### src/rtl/power_monitor_pkg.sv
// Shared definitions for the power monitor.
//
// Contents:
//   - POWER_MON_* : 2-bit FSM state encodings
//   - BLANK_CYCLES_DEFAULT : post-sequence blanking time
//       (short under SIMULATION so benches reach MONITOR quickly)
//   - RETRY_CYCLES_DEFAULT : automatic retry wait
//       (only present when POWER_MONITOR_RETRY_EN is defined)
//
// Macros: SIMULATION, POWER_MONITOR_RETRY_EN
package power_monitor_pkg;

   localparam logic [1:0] POWER_MON_IDLE    = 2'd0;
   localparam logic [1:0] POWER_MON_ARM     = 2'd1;
   localparam logic [1:0] POWER_MON_MONITOR = 2'd2;
   localparam logic [1:0] POWER_MON_FAULT   = 2'd3;

`ifdef SIMULATION
   localparam int BLANK_CYCLES_DEFAULT = 1;
`else
   localparam int BLANK_CYCLES_DEFAULT = 1000;
`endif

`ifdef POWER_MONITOR_RETRY_EN
`ifdef SIMULATION
   localparam int RETRY_CYCLES_DEFAULT = 100;
`else
   localparam int RETRY_CYCLES_DEFAULT = 100000;
`endif
`endif

endpackage

### src/rtl/power_monitor_pg_debounce.sv
// pg_debounce: synchroniser plus debounce filter for one power-good rail.
//
// Ports:
//   clk        system clock
//   reset      asynchronous active-low reset
//   pg_raw     unsynchronised power-good input, 1 = good
//   pg_status  filtered power-good; changes only after the synchronised
//              input has disagreed with it for DEBOUNCE_CYCLES cycles
module pg_debounce #(
   parameter int DEBOUNCE_CYCLES = 16
) (
   input  logic clk,
   input  logic reset,
   input  logic pg_raw,
   output logic pg_status
);

   localparam int CNT_W = (DEBOUNCE_CYCLES > 1) ? $clog2(DEBOUNCE_CYCLES) : 1;
   localparam logic [CNT_W-1:0] CNT_TC = CNT_W'(DEBOUNCE_CYCLES - 1);

   logic             sync1_q, sync1_d;
   logic             sync2_q, sync2_d;
   logic             status_q, status_d;
   logic [CNT_W-1:0] cnt_q, cnt_d;

   // Counts consecutive disagreeing samples; the flip happens on the
   // DEBOUNCE_CYCLES-th one, so the counter only needs to reach N-1.
   always_comb begin
      sync1_d  = pg_raw;
      sync2_d  = sync1_q;
      status_d = status_q;
      cnt_d    = cnt_q;
      if (sync2_q == status_q) begin
         cnt_d = '0;
      end else if (cnt_q == CNT_TC) begin
         status_d = sync2_q;
         cnt_d    = '0;
      end else begin
         cnt_d = cnt_q + 1'b1;
      end
   end

   always_ff @(posedge clk or negedge reset) begin
      if (!reset) begin
         sync1_q  <= 1'b0;
         sync2_q  <= 1'b0;
         status_q <= 1'b0;
         cnt_q    <= '0;
      end else begin
         sync1_q  <= sync1_d;
         sync2_q  <= sync2_d;
         status_q <= status_d;
         cnt_q    <= cnt_d;
      end
   end

   assign pg_status = status_q;

endmodule

### src/rtl/power_monitor.sv
// power_monitor: supervises rail power-good feedback once the power
// sequencer reports completion, and requests a power-down on a rail fault.
//
// Ports:
//   clk                system clock
//   reset              asynchronous active-low reset
//   power_up           power-up request (shared with the sequencer)
//   sequence_complete  sequencer done flag
//   pg_raw             unsynchronised power-good inputs, 1 = good
//   pg_mask            1 = rail monitored
//   fault_clear        single-cycle pulse, clears the latched fault
//   power_down_req     power-down request to the sequencer
//   fault              latched fault flag
//   fault_source       rails that were bad when the fault latched
//   pg_status          debounced power-good values
//   monitor_active     high in MONITOR
//   retry_count        automatic retries used (0 unless retry enabled)
//
// Macro: POWER_MONITOR_RETRY_EN enables timed automatic retries from FAULT
// (up to 3). Without it, FAULT exits only via fault_clear.
//
// state    | meaning
// IDLE     | waiting for power_up and sequence_complete
// ARM      | blanking window after sequence completion, faults ignored
// MONITOR  | faults armed; any bad unmasked rail latches a fault
// FAULT    | fault latched, power-down requested
module power_monitor
   import power_monitor_pkg::*;
#(
   parameter int NUM_RAILS       = 8,
   parameter int DEBOUNCE_CYCLES = 16,
`ifdef POWER_MONITOR_RETRY_EN
   parameter int RETRY_CYCLES    = RETRY_CYCLES_DEFAULT,
`endif
   parameter int BLANK_CYCLES    = BLANK_CYCLES_DEFAULT
) (
   input  logic                 clk,
   input  logic                 reset,
   input  logic                 power_up,
   input  logic                 sequence_complete,
   input  logic [NUM_RAILS-1:0] pg_raw,
   input  logic [NUM_RAILS-1:0] pg_mask,
   input  logic                 fault_clear,
   output logic                 power_down_req,
   output logic                 fault,
   output logic [NUM_RAILS-1:0] fault_source,
   output logic [NUM_RAILS-1:0] pg_status,
   output logic                 monitor_active,
   output logic [1:0]           retry_count
);

   // Blank timer loads N-1 and leaves ARM on terminal count 0, so MONITOR
   // is reached exactly BLANK_CYCLES cycles after ARM entry.
   localparam int BLANK_W = (BLANK_CYCLES > 1) ? $clog2(BLANK_CYCLES) : 1;
   localparam logic [BLANK_W-1:0] BLANK_LOAD = BLANK_W'(BLANK_CYCLES - 1);

`ifdef POWER_MONITOR_RETRY_EN
   localparam int RETRY_W = (RETRY_CYCLES > 1) ? $clog2(RETRY_CYCLES) : 1;
   localparam logic [RETRY_W-1:0] RETRY_LOAD = RETRY_W'(RETRY_CYCLES - 1);

   logic [RETRY_W-1:0] retry_cnt_q, retry_cnt_d;
   logic [1:0]         retry_count_q, retry_count_d;
`endif

   logic [1:0]           state_q, state_d;
   logic [BLANK_W-1:0]   blank_cnt_q, blank_cnt_d;
   logic                 fault_q, fault_d;
   logic [NUM_RAILS-1:0] fault_source_q, fault_source_d;
   logic [NUM_RAILS-1:0] bad_rails;
   logic                 bad;

   for (genvar i = 0; i < NUM_RAILS; i++) begin : g_rail
      pg_debounce #(
         .DEBOUNCE_CYCLES (DEBOUNCE_CYCLES)
      ) u_pg_debounce (
         .clk       (clk),
         .reset     (reset),
         .pg_raw    (pg_raw[i]),
         .pg_status (pg_status[i])
      );
   end

   assign bad_rails = ~pg_status & pg_mask;
   assign bad       = |bad_rails;

   always_comb begin
      state_d        = state_q;
      blank_cnt_d    = blank_cnt_q;
      fault_d        = fault_q;
      fault_source_d = fault_source_q;
`ifdef POWER_MONITOR_RETRY_EN
      retry_cnt_d    = retry_cnt_q;
      retry_count_d  = retry_count_q;
`endif
      case (state_q)
         POWER_MON_IDLE: begin
            if (power_up && sequence_complete) begin
               state_d     = POWER_MON_ARM;
               blank_cnt_d = BLANK_LOAD;
            end
         end
         POWER_MON_ARM: begin
            if (!power_up || !sequence_complete) begin
               state_d = POWER_MON_IDLE;
            end else if (blank_cnt_q == '0) begin
               state_d = POWER_MON_MONITOR;
            end else begin
               blank_cnt_d = blank_cnt_q - 1'b1;
            end
         end
         POWER_MON_MONITOR: begin
            // Dropping power_up is an intentional shutdown and wins over bad.
            if (!power_up) begin
               state_d = POWER_MON_IDLE;
            end else if (bad) begin
               state_d        = POWER_MON_FAULT;
               fault_d        = 1'b1;
               fault_source_d = bad_rails;
`ifdef POWER_MONITOR_RETRY_EN
               retry_cnt_d    = RETRY_LOAD;
`endif
            end
         end
         POWER_MON_FAULT: begin
            if (fault_clear && !power_up) begin
               state_d        = POWER_MON_IDLE;
               fault_d        = 1'b0;
               fault_source_d = '0;
`ifdef POWER_MONITOR_RETRY_EN
               retry_count_d  = 2'd0;
            end else if (retry_cnt_q != '0) begin
               retry_cnt_d = retry_cnt_q - 1'b1;
            end else if (retry_count_q != 2'd3) begin
               // fault and fault_source stay latched across the retry
               retry_count_d = retry_count_q + 2'd1;
               state_d       = POWER_MON_IDLE;
`endif
            end
         end
         default: state_d = POWER_MON_IDLE;
      endcase
   end

   always_ff @(posedge clk or negedge reset) begin
      if (!reset) begin
         state_q        <= POWER_MON_IDLE;
         blank_cnt_q    <= '0;
         fault_q        <= 1'b0;
         fault_source_q <= '0;
`ifdef POWER_MONITOR_RETRY_EN
         retry_cnt_q    <= '0;
         retry_count_q  <= 2'd0;
`endif
      end else begin
         state_q        <= state_d;
         blank_cnt_q    <= blank_cnt_d;
         fault_q        <= fault_d;
         fault_source_q <= fault_source_d;
`ifdef POWER_MONITOR_RETRY_EN
         retry_cnt_q    <= retry_cnt_d;
         retry_count_q  <= retry_count_d;
`endif
      end
   end

   assign power_down_req = (state_q == POWER_MON_FAULT);
   assign monitor_active = (state_q == POWER_MON_MONITOR);
   assign fault          = fault_q;
   assign fault_source   = fault_source_q;
`ifdef POWER_MONITOR_RETRY_EN
   assign retry_count    = retry_count_q;
`else
   assign retry_count    = 2'd0;
`endif

endmodule

### config.mk
export PLATFORM = sky130hd
export DESIGN_NAME = power_monitor
export DESIGN_NICKNAME = d
export VERILOG_FILES = /design/src/rtl/power_monitor_pkg.sv /design/src/rtl/power_monitor_pg_debounce.sv /design/src/rtl/power_monitor.sv
export SDC_FILE = /design/constraint.sdc
export NUM_CORES = 1
export LEC_CHECK = 0
export ABC_AREA = 1
export BUFFER_PORTS_ARGS = -buffer_cell sky130_fd_sc_hd__buf_2
export CORE_MARGIN = 2
export CORE_UTILIZATION = 45
export CTS_BUF_LIST = sky130_fd_sc_hd__clkbuf_8 sky130_fd_sc_hd__clkbuf_16
export DETAILED_ROUTE_END_ITERATION = 7
export REMOVE_ABC_BUFFERS = 1
export SLEW_MARGIN = 5
export SYNTH_ARGS = -nofsm -noshare
export SYNTH_HDL_FRONTEND = slang
export SYNTH_SLANG_ARGS = --single-unit
### constraint.sdc
create_clock -name clk -period 4.8 [get_ports clk]
set_input_delay 0.48 -clock clk [delete_from_list [all_inputs] [get_ports clk]]
set_output_delay 0.48 -clock clk [all_outputs]
set_load 0.02 [all_outputs]
==> results of run 1 <==
[sequential cells by signal, indices dropped and copies added, names as in the netlist]
signal,cells
g_rail.u_pg_debounce.cnt_q,32
blank_cnt_q,10
fault_source,8
g_rail.u_pg_debounce.pg_status,8
g_rail.u_pg_debounce.sync1_q,8
g_rail.u_pg_debounce.sync2_q,8
state_q,2
fault,1
[layout make-up]
cell class / instances / share of cell area [%]
well taps: 102 / 3.25
clock inverters: 3 / 1.12
multi-input cells: 245 / 33.3
repair buffers: 39 / 5.04
inverters: 42 / 4.02
flip-flops and latches: 77 / 49.1
clock buffers: 12 / 4.21
[stage by stage]
step | instances | hold slack (ps) | util, % | area, µm² | total power, mW
global placement | 505 | 333 | 48.8 | 3710 | 1.37
floorplan | 364 | 184 | - | 3390 | 1.23
CTS | 520 | 218 | 51.6 | 3920 | 1.90
finish | 520 | 231 | 51.6 | 3920 | 1.87
global route | 520 | 216 | 51.6 | 3920 | 2.01
detailed placement | 505 | 335 | 48.8 | 3710 | 1.38
[kinds of logic after synthesis]
kind of cell | synth area share, %
AO/OA/AOI/OAI | 5.71
XOR/XNOR | 6.03
adder cells (fa/ha/maj) | 3.23
buffers and inverters | 7.33
flip-flops | 55.3
other | 0.108
AND/OR/NAND/NOR | 22.3
[layer usage]
layer	track usage, %	up-vias	share of wire, %
met5	0	-	0
met3	3.70	13	4.7
met4	8.21	0	2.1
met1	21.2	1166	48
li1	-	1248	-
met2	25.4	50	45
[power by group]
part           switching [mW]  internal [mW]  leakage (nW)
clock network           0.229          0.280         0.108
registers              0.0934          0.756         0.983
logic                   0.332          0.183         0.942
total                   0.655           1.22          2.03
[worst max-delay path by stage]
stage / from / end / slack [ps] / cells after the start
floorplan: blank_cnt_q[0] / blank_cnt_q[4] / 3240 / 9
global placement: blank_cnt_q[0] / blank_cnt_q[4] / 3100 / 9
detailed placement: blank_cnt_q[0] / blank_cnt_q[4] / 3040 / 9
CTS: state_q[1] / power_down_req / 2950 / 3
global route: blank_cnt_q[0] / blank_cnt_q[4] / 2820 / 9
finish: state_q[1] / power_down_req / 2990 / 3
[placed cells by master, fill, tap and decap left out]
master and n:
clkbuf_8 12, nor2_4 1, inv_2 13, nor3_1 2
nor2_2 2, ha_1 9, nand4_1 2, nand2_2 5
o21ai_0 2, a211oi_1 1, xor2_1 10, inv_1 29
o21ai_2 15, bufinv_16 1, conb_1 2, buf_2 38
clkinv_2 1, xnor2_1 14, nand3_1 39, nor2_1 55
a21oi_1 9, nor3b_1 1, nand2_4 1, buf_4 1
dfrtp_1 77, clkinv_4 1, nand2_1 74, o21ai_1 1
==> metrics.md, run 1 <==
| Metric | Value |
|---|---|
| Period utilisation layout | `37.7%` |
| Worst R2R End | `blank_cnt_q[8]` |
| Commonest cells post-synth | `dfrtp_1 (77), nand2_1 (74), nor2_1 (55), nand3_1 (39), inv_1 (29)` |
| PD cells | `478 nW/µm²` |
| Hold buffer count at CTS | `0` |
| Startpoint Class | `register` |
| Core Region | `7610 µm²` |
| Worst hold path endpoint | `g_rail[0].u_pg_debounce.sync1_q` |
| Synth unique cells | `24` |
| Max_slew headroom | `36.9%` |
| Setup TNS | `0 ps` |
| Register area | `1930 µm²` |
| CP max stage delay | `460 ps` |
| Die X | `92.0 µm` |
| Worst reg-to-reg setup slack | `3020 ps` |
| Layout cells sized above 1 | `21.8%` |
| Synth Area per Inst | `9.29 µm²` |
| EDFF count, synth | `0` |
| Worst Path Arrival | `1330 ps` |
| Clock transition at the registers of the reported paths | `80 ps` |
| Inserted Clock Buffers | `9` |
| First-pass GRT wire length | `10,800 µm` |
| Final critical-path required period | `1810 ps` |
| Starting DRT DRC Count | `105` |
| Hold Path Origin | `pg_raw[0]` |
| Async SR Flop Fraction | `100%` |
| Resize count post-CTS | `0` |
| CTS sink cnt | `77` |
| Synth Flop Type | `dfrtp_1` |
| Layout area overhead | `12.6%` |
| Worst Path Max Fanout | `10` |
| Max_cap viols | `0` |
| Vias in the first global route | `2,435` |
| Area of the die | `8460 µm²` |
| Drt pass-1 iters | `4` |
| I/O Buffers | `39` |
| # fillers | `704` |
| Mapped Cells | `375` |
| FF-to-FF Start | `blank_cnt_q[0]` |
| Clock tree root driver cell | `clkbuf_8` |
| Synthesis-stage register bit count | `77` |
| DRC | `0` |
| Clk_skew | `7.91 ps` |
| Hold Path Class | `in2reg` |
| DP HPWL | `4240 µm` |
| Area leader, netlist | `dfrtp_1` |
| Postcts setup bufs | `0` |
| Vias/cell | `4.76` |
| Row count | `32` |
| Pre-CTS setup slack | `3040 ps` |
| # diodes | `0` |
| Critical path cell sequence | `nand2_2 > inv_2 > buf_2` |
| Run status | `completed` |
| Actual slew at the worst max-slew pin | `947 ps` |
| Fin nets | `444` |
| Final global-route overflow total | `0` |
| RSZ-0062 raised after global routing | `no` |
| Seq/Total Area, Yosys | `55.3%` |
| Synth warnings | `0` |
| CP endpoint kind | `primary output` |
| Leak pwr | `2.03 nW` |
| VDD IR max | `0.195 mV` |
| Die span in y | `92.0 µm` |
| Most common cell in the netlist | `dfrtp_1` |
| Via count | `2,477` |
| Post-route ant nets | `0` |
| R2R depth | `9` |
| Global Route Usage Sum | `16.2%` |
| # IOs | `42` |
| Area of the multi-input gates | `1310 µm²` |
| Setup violators final | `0` |
| WP data required | `4320 ps` |
| Clock Latency Late Sink | `350 ps` |
| Final WS setup | `2990 ps` |
| Top cell family by delay on the critical path | `flip-flops` |
| Clock buffer depth | `2` |
| Highest clock rate | `552 MHz` |
| Mapped cell area | `3480 µm²` |
| Synth area leaders | `dfrtp_1 (55%), nand2_1 (8.0%), nor2_1 (5.9%)` |
| Hold Path Stages | `1` |
| Synth top area share | `55.3%` |
| Initial Util | `45.8%` |
| Buf+Inv Stages, Crit Path | `2` |
| Routed WL | `6120 µm` |
| Largest net degree at the start of global routing | `78` |
| Post-DR wirelength/cell | `11.8 µm` |
| CTS tree | `built` |
| H-tree levels | `3` |
| Placer Congestion | `0.845` |
| Initial antenna violation count | `0` |
| Final Hold Viols | `0` |
| Slowest CP cell | `dfrtp_1` |
| Slew Viols, Final | `0` |
| Crit path kind | `reg2out` |
(Power assumes the default switching activity.)
==> run 2, diff against run 1 <==
clock period = 1.8 ns   (was 4.8 ns; I/O delays follow)
==> run 2 against run 1 <==
Effect of this change:
- clock skew shrank 0.61 ps
- critical path type is now reg2reg
- clock-buffer cell count shrank 1
- via count shrank 1.5%
- wire length grew 4.1%
- die area is the same
==> metrics.md, run 2 (synthesis gave the netlist of run 1 again) <==
| Metric | Value |
|---|---|
| Largest net degree at the start of global routing | `37` |
| H-tree levels | `3` |
| PD cells | `1250 nW/µm²` |
| Pre-CTS setup slack | `122 ps` |
| Worst Path Arrival | `1820 ps` |
| Run status | `completed` |
| First-pass GRT wire length | `10,900 µm` |
| # diodes | `0` |
| Final critical-path required period | `1580 ps` |
| Clk_skew | `7.30 ps` |
| Final WS setup | `221 ps` |
| Top Registers | `g_rail.u_pg_debounce.cnt_q: 32 flops, blank_cnt_q: 10 flops` |
| Clock transition at the registers of the reported paths | `80 ps` |
| Leak pwr | `2.10 nW` |
| Final Hold Viols | `0` |
| Initial antenna violation count | `0` |
| Initial Util | `45.8%` |
| VDD IR max | `0.477 mV` |
| Most frequent cells in the layout | `dfrtp_1 (77), nand2_1 (74), nor2_1 (55), nand3_1 (39), buf_2 (38)` |
| CP endpoint kind | `register` |
| Clock tree root driver cell | `clkbuf_8` |
| Post-DR wirelength/cell | `11.9 µm` |
| CTS tree | `built` |
| Clock buffer depth | `2` |
| Worst Path Max Fanout | `15` |
| Setup TNS | `0 ps` |
| Layout area overhead | `16.8%` |
| Hold Path Class | `in2reg` |
| Clock Latency Late Sink | `360 ps` |
| Postcts setup bufs | `0` |
| WP data required | `2040 ps` |
| Vias in the first global route | `2,386` |
| Global Route Usage Sum | `16.6%` |
| Row count | `32` |
| Highest clock rate | `633 MHz` |
| Biggest register | `g_rail.u_pg_debounce.cnt_q` |
| I/O Buffers | `39` |
| Inserted Clock Buffers | `9` |
| Layout cells sized above 1 | `22.4%` |
| Routed WL | `6370 µm` |
| Max reg flops | `32` |
| Starting DRT DRC Count | `95` |
| RSZ-0062 raised after global routing | `no` |
| Max_cap viols | `0` |
| Fin nets | `458` |
| Slew Viols, Final | `0` |
| Placer Congestion | `0.875` |
| Post-route ant nets | `0` |
| Core Region | `7610 µm²` |
| Area of the die | `8460 µm²` |
| Startpoint Class | `register` |
| Drt pass-1 iters | `4` |
| CTS sink cnt | `77` |
| DRC | `0` |
| # IOs | `42` |
| Setup violators final | `0` |
| Final global-route overflow total | `0` |
| Vias/cell | `4.56` |
| Commonest non-fill, non-tap cell in the layout | `dfrtp_1` |
| Die X | `92.0 µm` |
| Crit path kind | `reg2reg` |
| Period utilisation layout | `87.7%` |
| Die span in y | `92.0 µm` |
| Via count | `2,440` |
| DP HPWL | `4580 µm` |
[run 2: per-layer routing]
metal	up-vias	global-route usage, %	part of all wire [%]
met2	43	24.8	44
li1	1275	-	-
met5	-	0	0
met3	12	3.70	3.8
met1	1110	22.4	49
met4	0	9.58	2.5
[run 2: area by class of cell]
class / count / area (µm²)
clock buffers: 11 / 151
clock inverters: 5 / 57.6
fillers: 709 / 3540
inverters: 42 / 158
multi-input cells: 245 / 1310
flip-flops and latches: 77 / 1930
well taps: 102 / 128
repair buffers: 53 / 338
[run 2: metrics by stage]
stage	instances	util, %	cell area, µm²	hold slack [ps]	power [mW]
floorplan	364	-	3390	-116	3.29
global placement	510	49.5	3760	110	3.70
detailed placement	510	49.5	3760	118	3.73
CTS	535	53.4	4060	90.3	5.12
global route	535	53.5	4070	108	5.42
finish	535	53.5	4070	99.1	5.07
[run 2: worst paths after layout]
kind | to | slack, ps | cells after the start | from
worst max-delay path | blank_cnt_q[8] | 220 | 9 | blank_cnt_q[0]
worst max register to register | blank_cnt_q[8] | 220 | 9 | blank_cnt_q[0]
worst min register to register | g_rail[4].u_pg_debounce.sync2_q | 350 | 0 | g_rail[4].u_pg_debounce.sync1_q
worst min-delay path | fault_source[0] | 100 | 3 | pg_mask[0]
max in group asynchronous | blank_cnt_q[8] | 980 | 3 | reset
min in group asynchronous | g_rail[7].u_pg_debounce.cnt_q[3] | 260 | 2 | reset
[run 2: timing repair]
item | CTS | global route
endpoints found under the hold margin | 31 | 0
gates resized for setup | 0 | 1
hold buffers | 9 | 0
endpoints found under the setup margin | 0 | 8
[run 2: worst max-delay path, cell delays in order, from the launching register on]
cell and delay, ps:
dfrtp_1 410, inv_1 80, ha_1 200, nand2_2 90
nor2_4 120, nand3_1 120, nand2_2 130, nand2_4 140
nand2_1 120, o21ai_2 50
[run 2: power by group]
group / internal (mW) / switching, mW / total, mW
Clock: 0.719 / 0.649 / 1.37
Combinational: 0.546 / 0.884 / 1.43
Sequential: 2.01 / 0.260 / 2.28
Total: 3.28 / 1.79 / 5.07
==> run 3, diff against run 2 <==
CORE_ASPECT_RATIO = 0.8   (was unset)
==> run 3 against run 2 <==
Effect of this change:
- total power rose by 1.6%
- die area barely moved
- register-to-register slack lost 20 ps
- clock skew grew 2.0 ps
- first-iteration DRC count increased by 60%
- non-clock buffer count decreased by 1
- setup slack got worse by 21 ps
==> metrics.md, run 3 (synthesis gave the netlist of run 1 again) <==
| Metric | Value |
|---|---|
| Vias in the first global route | `2,297` |
| Startpoint Class | `register` |
| Via count | `2,445` |
| Die X | `102 µm` |
| CTS tree | `built` |
| DP Area | `3760 µm²` |
| Biggest register | `g_rail.u_pg_debounce.cnt_q` |
| Highest clock rate | `625 MHz` |
| Switching power | `1.75 mW` |
| Run status | `completed` |
| Most frequent cells in the layout | `dfrtp_1 (77), nand2_1 (74), nor2_1 (55), nand3_1 (39), buf_2 (38)` |
| Die span in y | `82.7 µm` |
| CP endpoint kind | `register` |
| Initial Util | `46.7%` |
| Core Util, Final | `54.7%` |
| Global Route Usage Sum | `16.8%` |
| Hold Path Class | `in2reg` |
| Int Pwr | `3.41 mW` |
| # IOs | `42` |
| WP data required | `2040 ps` |
| Combinational share of power | `27.7%` |
| Final critical-path required period | `1600 ps` |
| Commonest non-fill, non-tap cell in the layout | `dfrtp_1` |
| I/O Buffers | `39` |
| H-tree levels | `3` |
| Crit path kind | `reg2reg` |
| Layout area overhead | `17.2%` |
| Final WS setup | `199 ps` |
| Leak pwr | `2.11 nW` |
| Setup TNS | `0 ps` |
| Final Hold Viols | `0` |
| Starting DRT DRC Count | `152` |
| Routed WL | `6120 µm` |
| Clk_skew | `9.30 ps` |
| Max reg flops | `32` |
| Clock transition at the registers of the reported paths | `80 ps` |
| Area of the die | `8470 µm²` |
| Worst Path Max Fanout | `15` |
| DP HPWL | `4440 µm` |
| Row count | `28` |
| Slew Viols, Final | `0` |
| Clock buffer depth | `2` |
| Period utilisation layout | `88.9%` |
| RSZ-0062 raised after global routing | `no` |
| Vias/cell | `4.55` |
| Setup violators final | `0` |
| Core Region | `7460 µm²` |
| DRC | `0` |
| Drt pass-1 iters | `4` |
| Clock Latency Late Sink | `350 ps` |
| # diodes | `0` |
| Sw Share | `33.9%` |
| Fin nets | `457` |
| Initial antenna violation count | `0` |
| Clk pwr share | `28.3%` |
| Pre-CTS setup slack | `92.0 ps` |
| First-pass GRT wire length | `10,500 µm` |
| Placer Congestion | `0.867` |
| Top Registers | `g_rail.u_pg_debounce.cnt_q: 32 flops, blank_cnt_q: 10 flops` |
| Post-DR wirelength/cell | `11.4 µm` |
| Clock tree root driver cell | `clkbuf_8` |
| Final global-route overflow total | `0` |
| Layout cells sized above 1 | `22.0%` |
| Largest net degree at the start of global routing | `46` |
| Postcts setup bufs | `0` |
| Max_cap viols | `0` |
| Cell area after layout | `4080 µm²` |
| Inserted Clock Buffers | `9` |
| PD cells | `1260 nW/µm²` |
| Register share of total power | `44.0%` |
| CTS sink cnt | `77` |
| Worst Path Arrival | `1840 ps` |
| Post-route ant nets | `0` |
| VDD IR max | `0.599 mV` |
run 3: repair_timing:
| action | in CTS | in global routing |
|---|---|---|
| endpoints found under the setup margin | 0 | 10 |
| hold endpoints to repair | 40 | 0 |
| gates resized for setup | 0 | 1 |
| hold buffers | 9 | 0 |
run 3: cell type report:
type,instances,area [µm²]
fill,688,3380
inverter,42,158
clock inverter,5,73.8
multi-input combinational,245,1310
clock buffer,11,151
sequential,77,1930
timing repair buffer,52,330
tap,105,131
run 3: layer usage:
layer	vias up	share of wire, %	track usage, %
li1	1271	-	-
met1	1134	50	22.2
met2	36	45	24.9
met3	4	4.5	7.49
met4	0	0.69	5.20
met5	-	0	0
run 3: critical path, stage by stage, from the launching register on:
cell and delay, ps:
dfrtp_1 400, inv_1 80, ha_1 200, nand2_2 90
nor2_4 120, nand3_1 120, nand2_2 150, nand2_4 150
nand2_1 130, o21ai_2 50
run 3: metrics by stage:
stage	hold WS, ps	std cells	total power, mW
6_report	107	537	5.15
4_1_cts	85.5	537	5.23
3_3_place_gp	156	512	3.70
5_1_grt	88.5	537	5.55
3_5_place_dp	156	512	3.72
2_1_floorplan	-116	364	3.29
run 3: worst paths after layout:
| check | from | to | slack [ps] | cells after the start |
|---|---|---|---|---|
| min reg2reg | g_rail[3].u_pg_debounce.sync1_q | g_rail[3].u_pg_debounce.sync2_q | 350 | 0 |
| max in group asynchronous | reset | blank_cnt_q[9] | 920 | 3 |
| max | blank_cnt_q[0] | blank_cnt_q[4] | 200 | 9 |
| max reg2reg | blank_cnt_q[0] | blank_cnt_q[4] | 200 | 9 |
| min in group asynchronous | reset | g_rail[7].u_pg_debounce.pg_status | 310 | 2 |
| min | pg_mask[3] | fault_source[3] | 110 | 3 |
run 3: power groups by stage:
stage | Clock, mW | Sequential (mW) | Combinational (mW)
final | 1.46 | 2.27 | 1.43
after detailed placement | 0 | 2.29 | 1.43
after floorplan | 0 | 2.36 | 0.930
after global placement | 0 | 2.29 | 1.41
after global routing | 1.58 | 2.31 | 1.65
after CTS | 1.52 | 2.27 | 1.44
